**src/rtl/lsu_pkg.sv**
```systemverilog
// lsu_pkg: shared definitions for the load/store unit.
//   - RV32I load/store funct3 size codes
//   - 3-bit FSM state encoding
//   - fault-class codes reported by the alignment checker
package lsu_pkg;

  localparam logic [2:0] F3_B  = 3'b000;
  localparam logic [2:0] F3_H  = 3'b001;
  localparam logic [2:0] F3_W  = 3'b010;
  localparam logic [2:0] F3_BU = 3'b100;
  localparam logic [2:0] F3_HU = 3'b101;

  typedef enum logic [2:0] {
    S_IDLE  = 3'd0,
    S_ISSUE = 3'd1,
    S_WAIT  = 3'd2,
    S_RESP  = 3'd3,
    S_FAULT = 3'd4
  } state_t;

  typedef enum logic [1:0] {
    FC_NONE           = 2'd0,
    FC_BAD_FUNCT3     = 2'd1,
    FC_STORE_UNSIGNED = 2'd2,
    FC_MISALIGNED     = 2'd3
  } fault_class_t;

  // Only the five RV32I size codes are meaningful; 011, 110 and 111 are reserved.
  function automatic logic isLegalFunct3(input logic [2:0] funct3);
    return (funct3 == F3_B) || (funct3 == F3_H) || (funct3 == F3_W) ||
           (funct3 == F3_BU) || (funct3 == F3_HU);
  endfunction

endpackage

```
**src/rtl/lsu_if.sv**
```systemverilog
// lsu_if: bundles the EX request, RAM and WB signals of the load/store unit.
//   slave  : the LSU's view (consumes EX/RAM/WB inputs, drives the rest)
//   master : the surrounding pipeline / memory view
interface lsu_if;
  logic        ex_valid_i;
  logic        ex_ready_o;
  logic        ex_we_i;
  logic [2:0]  ex_funct3_i;
  logic [31:0] ex_addr_i;
  logic [31:0] ex_wdata_i;
  logic [4:0]  ex_rd_i;
  logic        flush_i;
  logic [31:0] mem_addr_o;
  logic [31:0] mem_data_o;
  logic        mem_we_o;
  logic        mem_re_o;
  logic [2:0]  mem_size_o;
  logic [31:0] mem_data_i;
  logic        wb_valid_o;
  logic        wb_ready_i;
  logic [31:0] wb_data_o;
  logic [4:0]  wb_rd_o;
  logic        store_done_o;
  logic        misalign_o;
  logic [31:0] fault_addr_o;

  modport slave (
    input  ex_valid_i, ex_we_i, ex_funct3_i, ex_addr_i, ex_wdata_i, ex_rd_i,
           flush_i, mem_data_i, wb_ready_i,
    output ex_ready_o, mem_addr_o, mem_data_o, mem_we_o, mem_re_o, mem_size_o,
           wb_valid_o, wb_data_o, wb_rd_o, store_done_o, misalign_o, fault_addr_o
  );

  modport master (
    output ex_valid_i, ex_we_i, ex_funct3_i, ex_addr_i, ex_wdata_i, ex_rd_i,
           flush_i, mem_data_i, wb_ready_i,
    input  ex_ready_o, mem_addr_o, mem_data_o, mem_we_o, mem_re_o, mem_size_o,
           wb_valid_o, wb_data_o, wb_rd_o, store_done_o, misalign_o, fault_addr_o
  );
endinterface

```
**src/rtl/lsu_align_chk.sv**
```systemverilog
// lsu_align_chk: combinational fault classifier for an incoming request.
//   i_funct3  : RV32I size code of the request
//   i_addrLsb : low two bits of the effective address
//   i_we      : 1 = store
//   o_class   : FC_NONE for a legal request, otherwise the reason it faults
module lsu_align_chk
  import lsu_pkg::*;
(
  input  logic [2:0]   i_funct3,
  input  logic [1:0]   i_addrLsb,
  input  logic         i_we,
  output fault_class_t o_class
);

  // Checks are ordered so that a reserved code is reported as such even when
  // its address would also look misaligned.
  always_comb begin
    o_class = FC_NONE;
    if (!isLegalFunct3(i_funct3)) begin
      o_class = FC_BAD_FUNCT3;
    end else if (i_we && i_funct3[2]) begin
      o_class = FC_STORE_UNSIGNED;
    end else if ((i_funct3 == F3_H || i_funct3 == F3_HU) && i_addrLsb[0]) begin
      o_class = FC_MISALIGNED;
    end else if (i_funct3 == F3_W && i_addrLsb != 2'b00) begin
      o_class = FC_MISALIGNED;
    end
  end

endmodule

```
**src/rtl/lsu.sv**
```systemverilog
// lsu: single-outstanding load/store unit between EX, a synchronous RAM and WB.
//   clk, rst : clock, asynchronous active-high reset
//   bus      : lsu_if.slave
//     ex_*   : request handshake (valid/ready) with store/load attributes
//     flush_i: kills an in-flight load or an incoming request
//     mem_*  : RAM access, driven only in ISSUE; read data returns one cycle later
//     wb_*   : load result handshake (valid held until ready)
//     store_done_o / misalign_o : one-cycle event pulses
//     fault_addr_o : address of the most recent faulting request
// Data passes through unshifted and unextended; the RAM handles lanes and sign.
module lsu
  import lsu_pkg::*;
(
  input logic  clk,
  input logic  rst,
  lsu_if.slave bus
);

  state_t       r_state;
  logic [31:0]  r_addr;
  logic [31:0]  r_wdata;
  logic         r_we;
  logic [2:0]   r_funct3;
  logic [4:0]   r_rd;
  logic [31:0]  r_wbData;
  logic [31:0]  r_faultAddr;

  logic         w_accept;
  logic         w_fault;
  logic         w_issue;
  fault_class_t w_faultClass;

  lsu_align_chk u_align_chk (
    .i_funct3  (bus.ex_funct3_i),
    .i_addrLsb (bus.ex_addr_i[1:0]),
    .i_we      (bus.ex_we_i),
    .o_class   (w_faultClass)
  );

  assign w_fault  = (w_faultClass != FC_NONE);
  assign w_accept = bus.ex_valid_i && (r_state == S_IDLE) && !bus.flush_i;
  assign w_issue  = (r_state == S_ISSUE);

  // Ready is masked by rst so it reads 0 while reset is held.
  assign bus.ex_ready_o   = (r_state == S_IDLE) && !rst;

  // The RAM bus is zero outside ISSUE so idle cycles never look like accesses.
  assign bus.mem_addr_o   = w_issue ? r_addr   : '0;
  assign bus.mem_data_o   = w_issue ? r_wdata  : '0;
  assign bus.mem_size_o   = w_issue ? r_funct3 : '0;
  assign bus.mem_we_o     = w_issue && r_we;
  assign bus.mem_re_o     = w_issue && !r_we;
  assign bus.store_done_o = w_issue && r_we;

  assign bus.wb_valid_o   = (r_state == S_RESP);
  assign bus.wb_data_o    = r_wbData;
  assign bus.wb_rd_o      = r_rd;
  assign bus.misalign_o   = (r_state == S_FAULT);
  assign bus.fault_addr_o = r_faultAddr;

  // A store is committed once it reaches ISSUE, so flush only cuts loads short.
  // FAULT always runs its single cycle so the pulse is never lost.
  always_ff @(posedge clk or posedge rst) begin
    if (rst) begin
      r_state     <= S_IDLE;
      r_addr      <= '0;
      r_wdata     <= '0;
      r_we        <= 1'b0;
      r_funct3    <= '0;
      r_rd        <= '0;
      r_wbData    <= '0;
      r_faultAddr <= '0;
    end else begin
      unique case (r_state)
        S_IDLE: begin
          if (w_accept) begin
            r_addr   <= bus.ex_addr_i;
            r_wdata  <= bus.ex_wdata_i;
            r_we     <= bus.ex_we_i;
            r_funct3 <= bus.ex_funct3_i;
            r_rd     <= bus.ex_rd_i;
            if (w_fault) begin
              r_faultAddr <= bus.ex_addr_i;
              r_state     <= S_FAULT;
            end else begin
              r_state <= S_ISSUE;
            end
          end
        end
        S_ISSUE: begin
          if (r_we || bus.flush_i) begin
            r_state <= S_IDLE;
          end else begin
            r_state <= S_WAIT;
          end
        end
        S_WAIT: begin
          if (bus.flush_i) begin
            r_state <= S_IDLE;
          end else begin
            r_wbData <= bus.mem_data_i;
            r_state  <= S_RESP;
          end
        end
        S_RESP: begin
          if (bus.flush_i || bus.wb_ready_i) begin
            r_state <= S_IDLE;
          end
        end
        S_FAULT: r_state <= S_IDLE;
        default: r_state <= S_IDLE;
      endcase
    end
  end

endmodule

```
**src/flat_wrapper.sv**
```systemverilog
// flat-port wrapper written by rule: the top's interface ports become plain ports
module lsu_flat import lsu_pkg::*;
  (clk, rst, bus_ex_valid_i, bus_ex_we_i, bus_ex_funct3_i, bus_ex_addr_i, bus_ex_wdata_i, bus_ex_rd_i, bus_flush_i, bus_mem_data_i, bus_wb_ready_i, bus_ex_ready_o, bus_mem_addr_o, bus_mem_data_o, bus_mem_we_o, bus_mem_re_o, bus_mem_size_o, bus_wb_valid_o, bus_wb_data_o, bus_wb_rd_o, bus_store_done_o, bus_misalign_o, bus_fault_addr_o);
  lsu_if bus_i ();
  input logic clk;
  input logic rst;
  input wire logic [$bits(bus_i.ex_valid_i)-1:0] bus_ex_valid_i;
  input wire logic [$bits(bus_i.ex_we_i)-1:0] bus_ex_we_i;
  input wire logic [$bits(bus_i.ex_funct3_i)-1:0] bus_ex_funct3_i;
  input wire logic [$bits(bus_i.ex_addr_i)-1:0] bus_ex_addr_i;
  input wire logic [$bits(bus_i.ex_wdata_i)-1:0] bus_ex_wdata_i;
  input wire logic [$bits(bus_i.ex_rd_i)-1:0] bus_ex_rd_i;
  input wire logic [$bits(bus_i.flush_i)-1:0] bus_flush_i;
  input wire logic [$bits(bus_i.mem_data_i)-1:0] bus_mem_data_i;
  input wire logic [$bits(bus_i.wb_ready_i)-1:0] bus_wb_ready_i;
  output wire logic [$bits(bus_i.ex_ready_o)-1:0] bus_ex_ready_o;
  output wire logic [$bits(bus_i.mem_addr_o)-1:0] bus_mem_addr_o;
  output wire logic [$bits(bus_i.mem_data_o)-1:0] bus_mem_data_o;
  output wire logic [$bits(bus_i.mem_we_o)-1:0] bus_mem_we_o;
  output wire logic [$bits(bus_i.mem_re_o)-1:0] bus_mem_re_o;
  output wire logic [$bits(bus_i.mem_size_o)-1:0] bus_mem_size_o;
  output wire logic [$bits(bus_i.wb_valid_o)-1:0] bus_wb_valid_o;
  output wire logic [$bits(bus_i.wb_data_o)-1:0] bus_wb_data_o;
  output wire logic [$bits(bus_i.wb_rd_o)-1:0] bus_wb_rd_o;
  output wire logic [$bits(bus_i.store_done_o)-1:0] bus_store_done_o;
  output wire logic [$bits(bus_i.misalign_o)-1:0] bus_misalign_o;
  output wire logic [$bits(bus_i.fault_addr_o)-1:0] bus_fault_addr_o;
  assign bus_i.ex_valid_i = bus_ex_valid_i;
  assign bus_i.ex_we_i = bus_ex_we_i;
  assign bus_i.ex_funct3_i = bus_ex_funct3_i;
  assign bus_i.ex_addr_i = bus_ex_addr_i;
  assign bus_i.ex_wdata_i = bus_ex_wdata_i;
  assign bus_i.ex_rd_i = bus_ex_rd_i;
  assign bus_i.flush_i = bus_flush_i;
  assign bus_i.mem_data_i = bus_mem_data_i;
  assign bus_i.wb_ready_i = bus_wb_ready_i;
  assign bus_ex_ready_o = bus_i.ex_ready_o;
  assign bus_mem_addr_o = bus_i.mem_addr_o;
  assign bus_mem_data_o = bus_i.mem_data_o;
  assign bus_mem_we_o = bus_i.mem_we_o;
  assign bus_mem_re_o = bus_i.mem_re_o;
  assign bus_mem_size_o = bus_i.mem_size_o;
  assign bus_wb_valid_o = bus_i.wb_valid_o;
  assign bus_wb_data_o = bus_i.wb_data_o;
  assign bus_wb_rd_o = bus_i.wb_rd_o;
  assign bus_store_done_o = bus_i.store_done_o;
  assign bus_misalign_o = bus_i.misalign_o;
  assign bus_fault_addr_o = bus_i.fault_addr_o;
  lsu u_core (.clk(clk), .rst(rst), .bus(bus_i));
endmodule
```
**config.mk**
```make
export PLATFORM = sky130hd
export DESIGN_NAME = lsu_flat
export DESIGN_NICKNAME = d
export VERILOG_FILES = /design/src/rtl/lsu_pkg.sv /design/src/rtl/lsu_if.sv /design/src/rtl/lsu_align_chk.sv /design/src/rtl/lsu.sv /design/src/flat_wrapper.sv
export SDC_FILE = /design/constraint.sdc
export NUM_CORES = 1
export LEC_CHECK = 0
export CAP_MARGIN = 20
export CORE_MARGIN = 2
export CORE_UTILIZATION = 25
export DETAILED_ROUTE_END_ITERATION = 6
export DONT_BUFFER_PORTS = 1
export SYNTH_ARGS = -nofsm -noshare
export SYNTH_HDL_FRONTEND = slang
export SYNTH_SLANG_ARGS = --single-unit
```
**constraint.sdc**
```tcl
create_clock -name clk -period 5 [get_ports clk]
set_input_delay 0.75 -clock clk [delete_from_list [all_inputs] [get_ports clk]]
set_output_delay 0.75 -clock clk [all_outputs]
set_load 0.005 [all_outputs]
```
---- After elaboration in Yosys (flattened, before gate mapping) ----
Cells that the tools add are included.
operators by class
  eq/ne operators ......................... 10
  multiplexer cells ....................... 13
  bitwise operators ....................... 1
  reduce and logical (&&, ||, !) cells .... 26
operators by type and width
  operator            number
  $mux 32             2
  $mux 2              6
  $mux 3              4
  $pmux 3 s4          1
  $eq 3x2->1 const B  3
  $eq 3x3->1 const B  3
  $logic_and 1x1->1   8
  $logic_or 1x1->1    7
  $eq 3x1->1 const B  2
  $logic_not 3->1     2
  $reduce_and 2->1    3
  $ne 2x1->1 const B  2
  $reduce_bool 2->1   2
  $logic_not 1->1     3
  $reduce_and 3->1    1
  $not 1->1           1
storage, ports and cells
  register bits after elaboration ......... 140
  input port bits ......................... 110
  output and inout bits ................... 142
  logic and storage cells ................. 58

---- Longest topological paths before layout ----
Gate-level depths: netlist of run 1.
  word-level depth ........................ 10
  gate-level depth with buffers ........... 6
  gate-level depth less buffers ........... 3

---- By module ----
A second synthesis of run 1 with hierarchy kept.
unflattened totals
  cells, all modules ...................... 394
  area total of the unflattened synthesis .. 6,005.8 sq um
by module, submodules not included
  module         times used  cells each  area each (sq um)  sequential area each (sq um)
  lsu            1           386         5,953.2            3,503.4
  lsu_align_chk  1           8           52.6               0.0

---- Worst setup path before layout of run 1 ----
Ideal clock, no wire load.
  kind .................................... reg2out
  from .................................... register u_core.r_state[0]
  to ...................................... output bus_mem_addr_o[0]
  arrival time ............................ 1.414 ns
  data required time ...................... 4.250 ns
  setup slack ............................. 2.836 ns
  cell stages (with the launch flop) ...... 7
  buffers on the path ..................... 3
  cell sequence ........................... dfrtp_1 > buf_6 > inv_1 > nor3_1 > clkbuf_1 > clkbuf_2 > and2_1
between the ends
  cells in the longest elaborated chain, start to end .. 2
ends and longest elaborated chain
  element                 line                text
  from (decl)             lsu.sv:19           state_t r_state;
  from (signal assigned)  lsu.sv:65           r_state <= S_IDLE;
  from (signal assigned)  lsu.sv:84           r_state <= S_FAULT;
  from (signal assigned)  lsu.sv:86           r_state <= S_ISSUE;
  $eq 3x1->1              lsu.sv:42           assign w_issue = (r_state == S_ISSUE);
  $mux 32                 lsu.sv:48           assign bus.mem_addr_o = w_issue ? r_addr : '0;
  to (decl)               flat_wrapper.sv:17  output wire logic [$bits(bus_i.mem_addr_o)-1:0] bus_mem_addr_o;
Every way passes these cells.

---- Final worst setup path of run 1 ----
  from .................................... register u_core.r_state[0]
  to ...................................... output bus_store_done_o
between the ends
  cells in the longest elaborated chain, start to end .. 2
ends and longest elaborated chain
  element            line                text
  $eq 3x1->1         lsu.sv:42
  $logic_and 1x1->1  n/a
  to (decl)          flat_wrapper.sv:25  output wire logic [$bits(bus_i.store_done_o)-1:0] bus_store_done_o;
Every way passes these cells.

==> results.ini, run 1 <==
[critical_path]
rr_endpoint = u_core.r_addr[9]$_DFFE_PP0P_
endpoint_kind = output pin
arrival_ns = 2.06
start_kind = flip-flop
rr_worst_depth = 4
cp_data_required_time_ns = 4.25
path_max_fanout = 39
path_class = reg -> out
ff2ff_setup_slack_ns = 2.44
rr_startpoint = u_core.r_state[0]$_DFFE_PP0P_

[die]
dieArea_sq_mm = 0.02468
die-width_um = 157.1
core.rowCount = 56
core_area_sq_mm = 0.02326
start_util = 0.2519
design.portCount = 252
fp.dieH_um = 157.1

[global_route]
grt_start_max_net_pins = 97
antenna_found_initial = 4
grt_pass1_wl_um = 19780
first_global_vias = 3503
grt-ovfl-total = 0
grt_util_all_layers = 0.1078

[clock_network]
ctsResizeCount = 0
cts_inserted_buffers = 17
post_cts_buffers = 0
cts_tree = yes
clk_pin_slew_ns = 0.05
h-tree-depth = 4
cts.path.max_buffers = 2
cts_sinks = 140
clock_latency_ns = 0.41
cts_root_buffer = clkbuf_16
ctsHoldBuffers = 0

[logic_synthesis]
syn-num-nets = 501
synth_xor_area_frac = 0
synth_area_sq_mm = 0.005859
synth_compound_area_frac = 0.009609
yosys.area_share.adder = 0
synth_simple_gate_area_share = 0.09374
ys_types = 23
ys.flop_type = dfrtp_1
synth-edff-count = 0
ys_seq_area_frac = 0.5979
syn-instance-count = 391
synthMuxAreaShare = 0.2594
avgSynthCellArea_sq_um = 14.99
synth-seq-cells = 140
ys_warn_count = 0
synthArstFlopShare = 1.000
synth_top_family_by_area = multiplexers

[placement]
dpl.hpwl_um = 9442
port-buffer-count = 0
pre_cts_ws_ns = 2.327
place.gp.congestion = 0.7471

[timing]
tns_ns = 0
rsz0062_at_grt = false
tightest_slew_ns = 0.8684
setup_violations = 0
finalHoldViolCount = 0
layout_setup_ws_ns = 2.189
fmax_mhz = 355.7
slew_violations = 0
whs_ns = 0.3667
period_needed_ns = 2.811
period_share = 0.5622
relSlewSlack = 0.4211
clock_skew_ns = 0.007482

[routing]
drc = 0
viasPerCell = 4.350
highest_layer = met5
wl_um = 13440
wl_met2_um = 6756
wl_per_cell_um = 18.61
wl_met1_um = 4953
wl_met3_um = 1467
num_vias = 3141
drt_iter0_drc = 170
drt_pass1_iterations = 4
ant_nets = 0

[power_and_ir_drop]
totalPowerFinal_mw = 3.320
powerDensity_mw_per_mm2 = 495.0
peakVddDrop_v = 0.0001716
p_leak_nw = 2.843

[final_layout]
drive_gt1_frac = 0.4392
layout.cells.most_common = dfrtp_1
fin_nets = 501
syn_to_final_growth_pct = 14.48
fillCellCount = 2368
antenna_cells = 0
fin_util = 0.2884
mostFrequentLayoutCells = dfrtp_1, mux2_2, and2_1

[run_status]
status = finished, final reports clean

[worst_hold_path]
hp-class = in -> async

[job]
drv_cap = 0

## per-stage QoR
stage | area (sq um) | std cells
after floorplan | 5859 | 391
after global placement | 6097 | 691
after detailed placement | 6097 | 691
after CTS | 6708 | 722
after global routing | 6708 | 722
final | 6708 | 722
## cell usage after synthesis, types with 2 or more instances
cell type    n  area, sq um
buf_6        6        67.56
buf_12       4        80.08
nor3_1       2        10.01
buf_4        3        22.52
nor3b_1      2        15.01
clkbuf_2     2        10.01
nor4_1       3        18.77
buf_2        4        20.02
clkbuf_1     5        18.77
nor2_1       2        7.510
and2_1      69        431.7
inv_1        3        11.26
dfrtp_1    140         3503
a32o_1       2        20.02
mux2_2     135         1520
a21oi_1      2        10.01
## metal layers
layer	GRT usage	vias to the layer above
met1	0.1129	1605
li1	-	1344
met3	0.05369	18
met2	0.1832	168
met5	0	-
met4	0.04675	6
## area by class of cell
| cell class | count | area, sq um | area share |
|---|---|---|---|
| flip-flops and latches | 140 | 3503 | 0.5223 |
| multi-input cells | 224 | 2141 | 0.3192 |
| clock buffers | 21 | 470.5 | 0.07014 |
| well taps | 319 | 399.1 | 0.05950 |
| clock inverters | 10 | 140.1 | 0.02089 |
| repair buffers | 5 | 37.54 | 0.005596 |
| inverters | 3 | 16.27 | 0.002425 |
## worst max-delay path by stage
stage                                       start                                endpoint  depth (start not counted)
CTS                 u_core.r_state[0]$_DFFE_PP0P_                            bus_mem_we_o                          4
finish              u_core.r_state[0]$_DFFE_PP0P_                        bus_store_done_o                          4
floorplan                                     rst  u_core.bus.fault_addr_o[0]$_DFFE_PP0P_                          1
global route        u_core.r_state[0]$_DFFE_PP0P_                        bus_store_done_o                          4
global placement                      bus_flush_i            u_core.r_addr[9]$_DFFE_PP0P_                          4
detailed placement                    bus_flush_i            u_core.r_addr[9]$_DFFE_PP0P_                          4
## critical path, cell delays in order (launching register included)
cell	delay, ns
dfrtp_1	0.53
inv_1	0.17
nor3_2	0.26
buf_4	0.38
and2_1	0.31
## state kept, by name, summed over array words and instances, names as in the netlist
signal                   count
u_core.bus.wb_rd_o           5
u_core.r_state               3
u_core.r_addr               32
u_core.bus.wb_data_o        32
u_core.r_wdata              32
u_core.r_funct3              3
u_core.bus.fault_addr_o     32
u_core.r_we                  1
## report_power, final
| group | internal, mW | total, mW | switching [mW] | leakage [nW] |
|---|---|---|---|---|
| Clock | 0.823 | 1.31 | 0.483 | 0.303 |
| Combinational | 0.245 | 0.388 | 0.143 | 0.846 |
| Sequential | 1.43 | 1.63 | 0.199 | 1.69 |
| Total | 2.50 | 3.32 | 0.825 | 2.84 |
## cells by family after synthesis
kind of cell           after synthesis
AND/OR/NAND/NOR                     82
buffers and inverters               27
multiplexers                       135
flip-flops                         140
AO/OA/AOI/OAI                        7
(Power assumes the default switching activity.)
==> run 2: changes to the inputs <==
==> constraint.sdc (replaced) <==
create_clock -name clk -period 2.6 [get_ports clk]
set_input_delay 0.39 -clock clk [delete_from_list [all_inputs] [get_ports clk]]
set_output_delay 0.39 -clock clk [all_outputs]
set_load 0.005 [all_outputs]
==> run 2 against run 1 <==
Worst hold slack worse by 0.31 ns. Non-clock buffer count up 2. Global-route usage up 0.24 points. Cell count up 0.28%. Via count down 0.67%. Largest cell class unchanged. Critical endpoint is now bus_mem_we_o. Sequential share of layout area down 0.26 points. Count of clock-buffer cells in the layout up 1. Setup slack worse by 2.0 ns.
==> results.ini, run 2 (synthesized netlist as in run 1, its figures left out) <==
[power_and_ir_drop]
powerDensity_mw_per_mm2 = 935.5
peakVddDrop_v = 0.0003362
p_leak_nw = 2.842

[clock_network]
clk_pin_slew_ns = 0.06
cts_tree = yes
cts_inserted_buffers = 17
h-tree-depth = 4
cts_root_buffer = clkbuf_16
clock_latency_ns = 0.41
post_cts_buffers = 0
cts_sinks = 140
cts.path.max_buffers = 2

[final_layout]
mostFrequentLayoutCells = dfrtp_1, mux2_2, and2_1
fin_nets = 503
fin_util = 0.2898
syn_to_final_growth_pct = 15.05
drive_gt1_frac = 0.4332
fillCellCount = 2363
layout.cells.most_common = dfrtp_1

[global_route]
antenna_found_initial = 0
grt_pass1_wl_um = 20110
grtUsageMet3 = 0.05809
met1_usage = 0.1181
first_global_vias = 3499
grt_start_max_net_pins = 88
grt_util_all_layers = 0.1102
grt-ovfl-total = 0
grt_busiest_layer = met2
grtUsageMet2 = 0.1817

[critical_path]
crit_chain = inv_1 -> nor3_4 -> buf_12 -> and2_1
crit_family = simple AND/OR/NAND/NOR gates
path_class = reg -> out
endpoint_kind = output pin
rr_worst_depth = 3
crit_path_start = u_core.r_state[0]$_DFFE_PP0P_
critPathMaxStageDelay_ns = 0.52
start_kind = flip-flop
crit_buf_inv = 2
cp_data_required_time_ns = 2.21
rr_startpoint = u_core.r_state[1]$_DFFE_PP0P_
path_max_fanout = 65
cp.depth = 4
crit_path_top_delay_cell = dfrtp_1
arrival_ns = 2.02

[timing]
period_needed_ns = 2.408
fmax_mhz = 415.2
clock_skew_ns = 0.007437
relSlewSlack = 0.5241
tns_ns = 0
setup_violations = 0
slew_violations = 0
period_share = 0.9262
tightest_slew_ns = 0.7127
finalHoldViolCount = 0
rsz0062_at_grt = false
layout_setup_ws_ns = 0.1918
whs_ns = 0.05311

[routing]
drt_pass1_iterations = 4
num_vias = 3120
viasPerCell = 4.309
wl_um = 13710
wl_per_cell_um = 18.93
drc = 0
ant_nets = 0
drt_iter0_drc = 88

[placement]
pre_cts_ws_ns = 0.3573
dpl.hpwl_um = 9728
port-buffer-count = 0
place.gp.congestion = 0.6889

[die]
start_util = 0.2519
core_area_sq_mm = 0.02326
core.rowCount = 56
fp.dieH_um = 157.1
design.portCount = 252
die-width_um = 157.1
dieArea_sq_mm = 0.02468

[run_status]
status = finished, final reports clean

[job]
drv_cap = 0

[worst_hold_path]
hp-class = in -> reg
holdCritStartpoint = bus_flush_i
hold_depth = 1

run 2: changes by cell type in the layout (fill, tap and decap cells not counted), sizes merged:
cell         delta
buf             +1
clkbuf          +1
clkinv          -3
clkinvlp        +2
diode           +1
dlygate4sd3     +1
inv             -1
run 2: final timing paths:
path,slack (ns),end
worst min-delay path,0.05,u_core.r_state[1]$_DFFE_PP0P_
worst max register to register,0.40,u_core.bus.fault_addr_o[26]$_DFFE_PP0P_
worst min register to register,0.49,u_core.r_funct3[2]$_DFFE_PP0P_
worst max-delay path,0.19,bus_mem_we_o
max in group asynchronous,1.40,u_core.bus.fault_addr_o[26]$_DFFE_PP0P_
min in group asynchronous,0.60,u_core.bus.fault_addr_o[0]$_DFFE_PP0P_
run 2: power by group:
part           internal, mW  switching (mW)  leakage (nW)
clock                  1.54           0.866         0.286
combinational         0.481           0.280         0.862
sequential             2.75           0.391          1.69
total                  4.77            1.54          2.84
run 2: timing repair:
item	in CTS	in global routing
gates resized for setup	0	1
hold buffers	1	0
endpoints found under the setup margin	0	64
hold endpoints to repair	21	0
run 2: area by class of cell:
class	instances	area (sq um)	share of cell area
diodes	1	2.502	0.0003712
clock buffers	22	464.2	0.06886
clock inverters	8	117.6	0.01745
inverters	3	15.01	0.002227
multi-input cells	224	2147	0.3185
flip-flops and latches	140	3503	0.5197
well taps	319	399.1	0.05921
repair buffers	7	92.59	0.01373
run 2: routing by layer:
layer	share of wire	wire length [um]
met4	0.018	243
met1	0.37	5113
met2	0.49	6754
met3	0.12	1595
met5	0	0
run 2: metrics by stage:
step                total power [mW]  std cells  instance area [sq um]
finish                         6.306        724                   6741
global route                   6.662        723                   6739
CTS                            6.441        723                   6733
detailed placement             3.958        692                   6141
global placement               3.887        692                   6141
floorplan                      3.714        391                   5863
==> run 3: changes to the inputs <==
--- a/config.mk
+++ b/config.mk
@@ -12,4 +12,5 @@
 export DONT_BUFFER_PORTS = 1
 export SYNTH_ARGS = -nofsm -noshare
 export SYNTH_HDL_FRONTEND = slang
+export SYNTH_HIERARCHICAL = 1
 export SYNTH_SLANG_ARGS = --single-unit
==> run 3 against run 2 <==
Design area is 3.0% higher. Synthesized cell count increased by 0.77%. Via count increased by 0.51%. Count of clock-buffer cells in the layout is 1 higher. Setup slack improved by 0.13 ns. Maximum frequency grew 5.7%.
==> results.ini, run 3 <==
[timing]
setup_violations = 0
relSlewSlack = 0.5656
clock_skew_ns = 0.007840
layout_setup_ws_ns = 0.3210
slew_violations = 0
fmax_mhz = 438.8
whs_ns = 0.04841
period_share = 0.8766
period_needed_ns = 2.279
rsz0062_at_grt = false
tns_ns = 0
tightest_slew_ns = 0.6516
finalHoldViolCount = 0

[critical_path]
path_class = reg -> out
path_max_fanout = 43
cp_data_required_time_ns = 2.21
start_kind = flip-flop
endpoint_kind = output pin
arrival_ns = 1.89

[routing]
wl_um = 13320
num_vias = 3136
drc = 0
wl_per_cell_um = 18.20
drt_pass1_iterations = 4
ant_nets = 0
viasPerCell = 4.284
drt_iter0_drc = 130

[global_route]
antenna_found_initial = 1
grt_pass1_wl_um = 20720
grt_start_max_net_pins = 60
grt-ovfl-total = 0
grt_util_all_layers = 0.1055
first_global_vias = 3432

[die]
core.rowCount = 56
design.portCount = 252
dieArea_sq_mm = 0.02528
start_util = 0.2551
fp.dieH_um = 159.0
die-width_um = 159.0
core_area_sq_mm = 0.02354

[clock_network]
h-tree-depth = 4
clk_pin_slew_ns = 0.06
cts_inserted_buffers = 17
cts_tree = yes
cts_root_buffer = clkbuf_16
post_cts_buffers = 0
cts_sinks = 140
clock_latency_ns = 0.41
cts.path.max_buffers = 2

[final_layout]
final_cell_count_no_fill = 732
design_area_sq_mm = 0.006945
mostFrequentLayoutCells = dfrtp_1, mux2_2, and2_1
fin_util = 0.2950
syn_to_final_growth_pct = 15.65
fillCellCount = 2389
drive_gt1_frac = 0.4199
layout.cells.most_common = dfrtp_1
fin_nets = 509

[worst_hold_path]
hp-class = in -> reg

[logic_synthesis]
ys_types = 29
synth-seq-cells = 140
ys_warn_count = 6
ys.flop_type = dfrtp_1
synthArstFlopShare = 1.000
yosysMostFrequentCell = dfrtp_1
syn-instance-count = 394
synth_area_sq_mm = 0.006006
avgSynthCellArea_sq_um = 15.24
synth_top_area_frac = 0.5833
syn-num-nets = 504
ys_seq_area_frac = 0.5833
synth_area_leaders = dfrtp_1, mux2_2, mux2_4, and2_1, buf_6
yosys-top-cells-count = dfrtp_1, mux2_2, and2_1
synth_top_cell_by_area = dfrtp_1
synth-edff-count = 0

[power_and_ir_drop]
p_leak_nw = 2.991
powerDensity_mw_per_mm2 = 982.4
totalPowerFinal_mw = 6.823
peakVddDrop_v = 0.0003034

[placement]
pre_cts_ws_ns = 0.5390
dpl.hpwl_um = 9436
place.gp.congestion = 0.7331
placed_cell_area_sq_mm = 0.006297
dp.cells = 698
port-buffer-count = 0

[job]
drv_cap = 0

[run_status]
status = finished, final reports clean

[run 3: changes by cell type after synthesis, sizes merged, moves of 2 or more]
cell	change
a32o	-2
and3b	+2
inv	-2
mux2	+2
[run 3: final timing paths]
path | startpoint | endpoint | slack, ns | cells after the start
max | u_core/r_state[0]$_DFFE_PP0P_ | bus_mem_data_o[23] | 0.32 | 3
min | bus_flush_i | u_core/r_state[1]$_DFFE_PP0P_ | 0.05 | 1
max reg2reg | u_core/r_state[0]$_DFFE_PP0P_ | u_core/bus.fault_addr_o[30]$_DFFE_PP0P_ | 0.68 | 4
min reg2reg | u_core/r_wdata[23]$_DFFE_PP0P_ | u_core/r_wdata[23]$_DFFE_PP0P_ | 0.49 | 1
max in group asynchronous | rst | u_core/bus.fault_addr_o[20]$_DFFE_PP0P_ | 1.41 | 3
min in group asynchronous | rst | u_core/r_state[0]$_DFFE_PP0P_ | 0.58 | 3
[run 3: logic make-up (layout without fill, tap and decap cells)]
family | count (synthesis) | in the layout | share of synthesized area
AND/OR/NAND/NOR | 86 | 86 | 0.09708
AO/OA/AOI/OAI | 6 | 6 | 0.006877
multiplexers | 137 | 137 | 0.2750
other | 0 | 1 | 0
flip-flops | 140 | 140 | 0.5833
buffers and inverters | 25 | 43 | 0.03771
[run 3: worst max-delay path: stages, from the launching register on]
cell and delay (ns):
dfrtp_1 0.56, nor3b_4 0.28, buf_4 0.39, and2_1 0.25
[run 3: area by class of cell]
type / count / area, sq um / share of cell area
tap: 319 / 399.1 / 0.05747
timing repair buffer: 10 / 115.1 / 0.01657
multi-input combinational: 229 / 2282 / 0.3286
sequential: 140 / 3503 / 0.5044
antenna: 1 / 2.502 / 0.0003603
inverter: 1 / 7.507 / 0.001081
clock inverter: 9 / 157.7 / 0.02270
clock buffer: 23 / 478.0 / 0.06882
[run 3: repair_timing]
item | in CTS | in global routing
gates resized for setup | 0 | 0
setup endpoints to repair | 0 | 0
hold endpoints to repair | 52 | 0
hold buffers | 1 | 0
[run 3: report_power, final]
group,switching (mW),internal [mW],total (mW)
logic,0.318,0.619,0.938
registers,0.448,2.82,3.27
clock network,0.925,1.69,2.62
[run 3: routing by layer]
metal	routed length, um	up-vias	part of all wire	GRT usage
met2	7098	137	0.53	0.1900
met5	0	-	0	0
met3	1002	8	0.075	0.03907
li1	-	1360	-	-
met1	5072	1631	0.38	0.1151
met4	146	0	0.011	0.03430
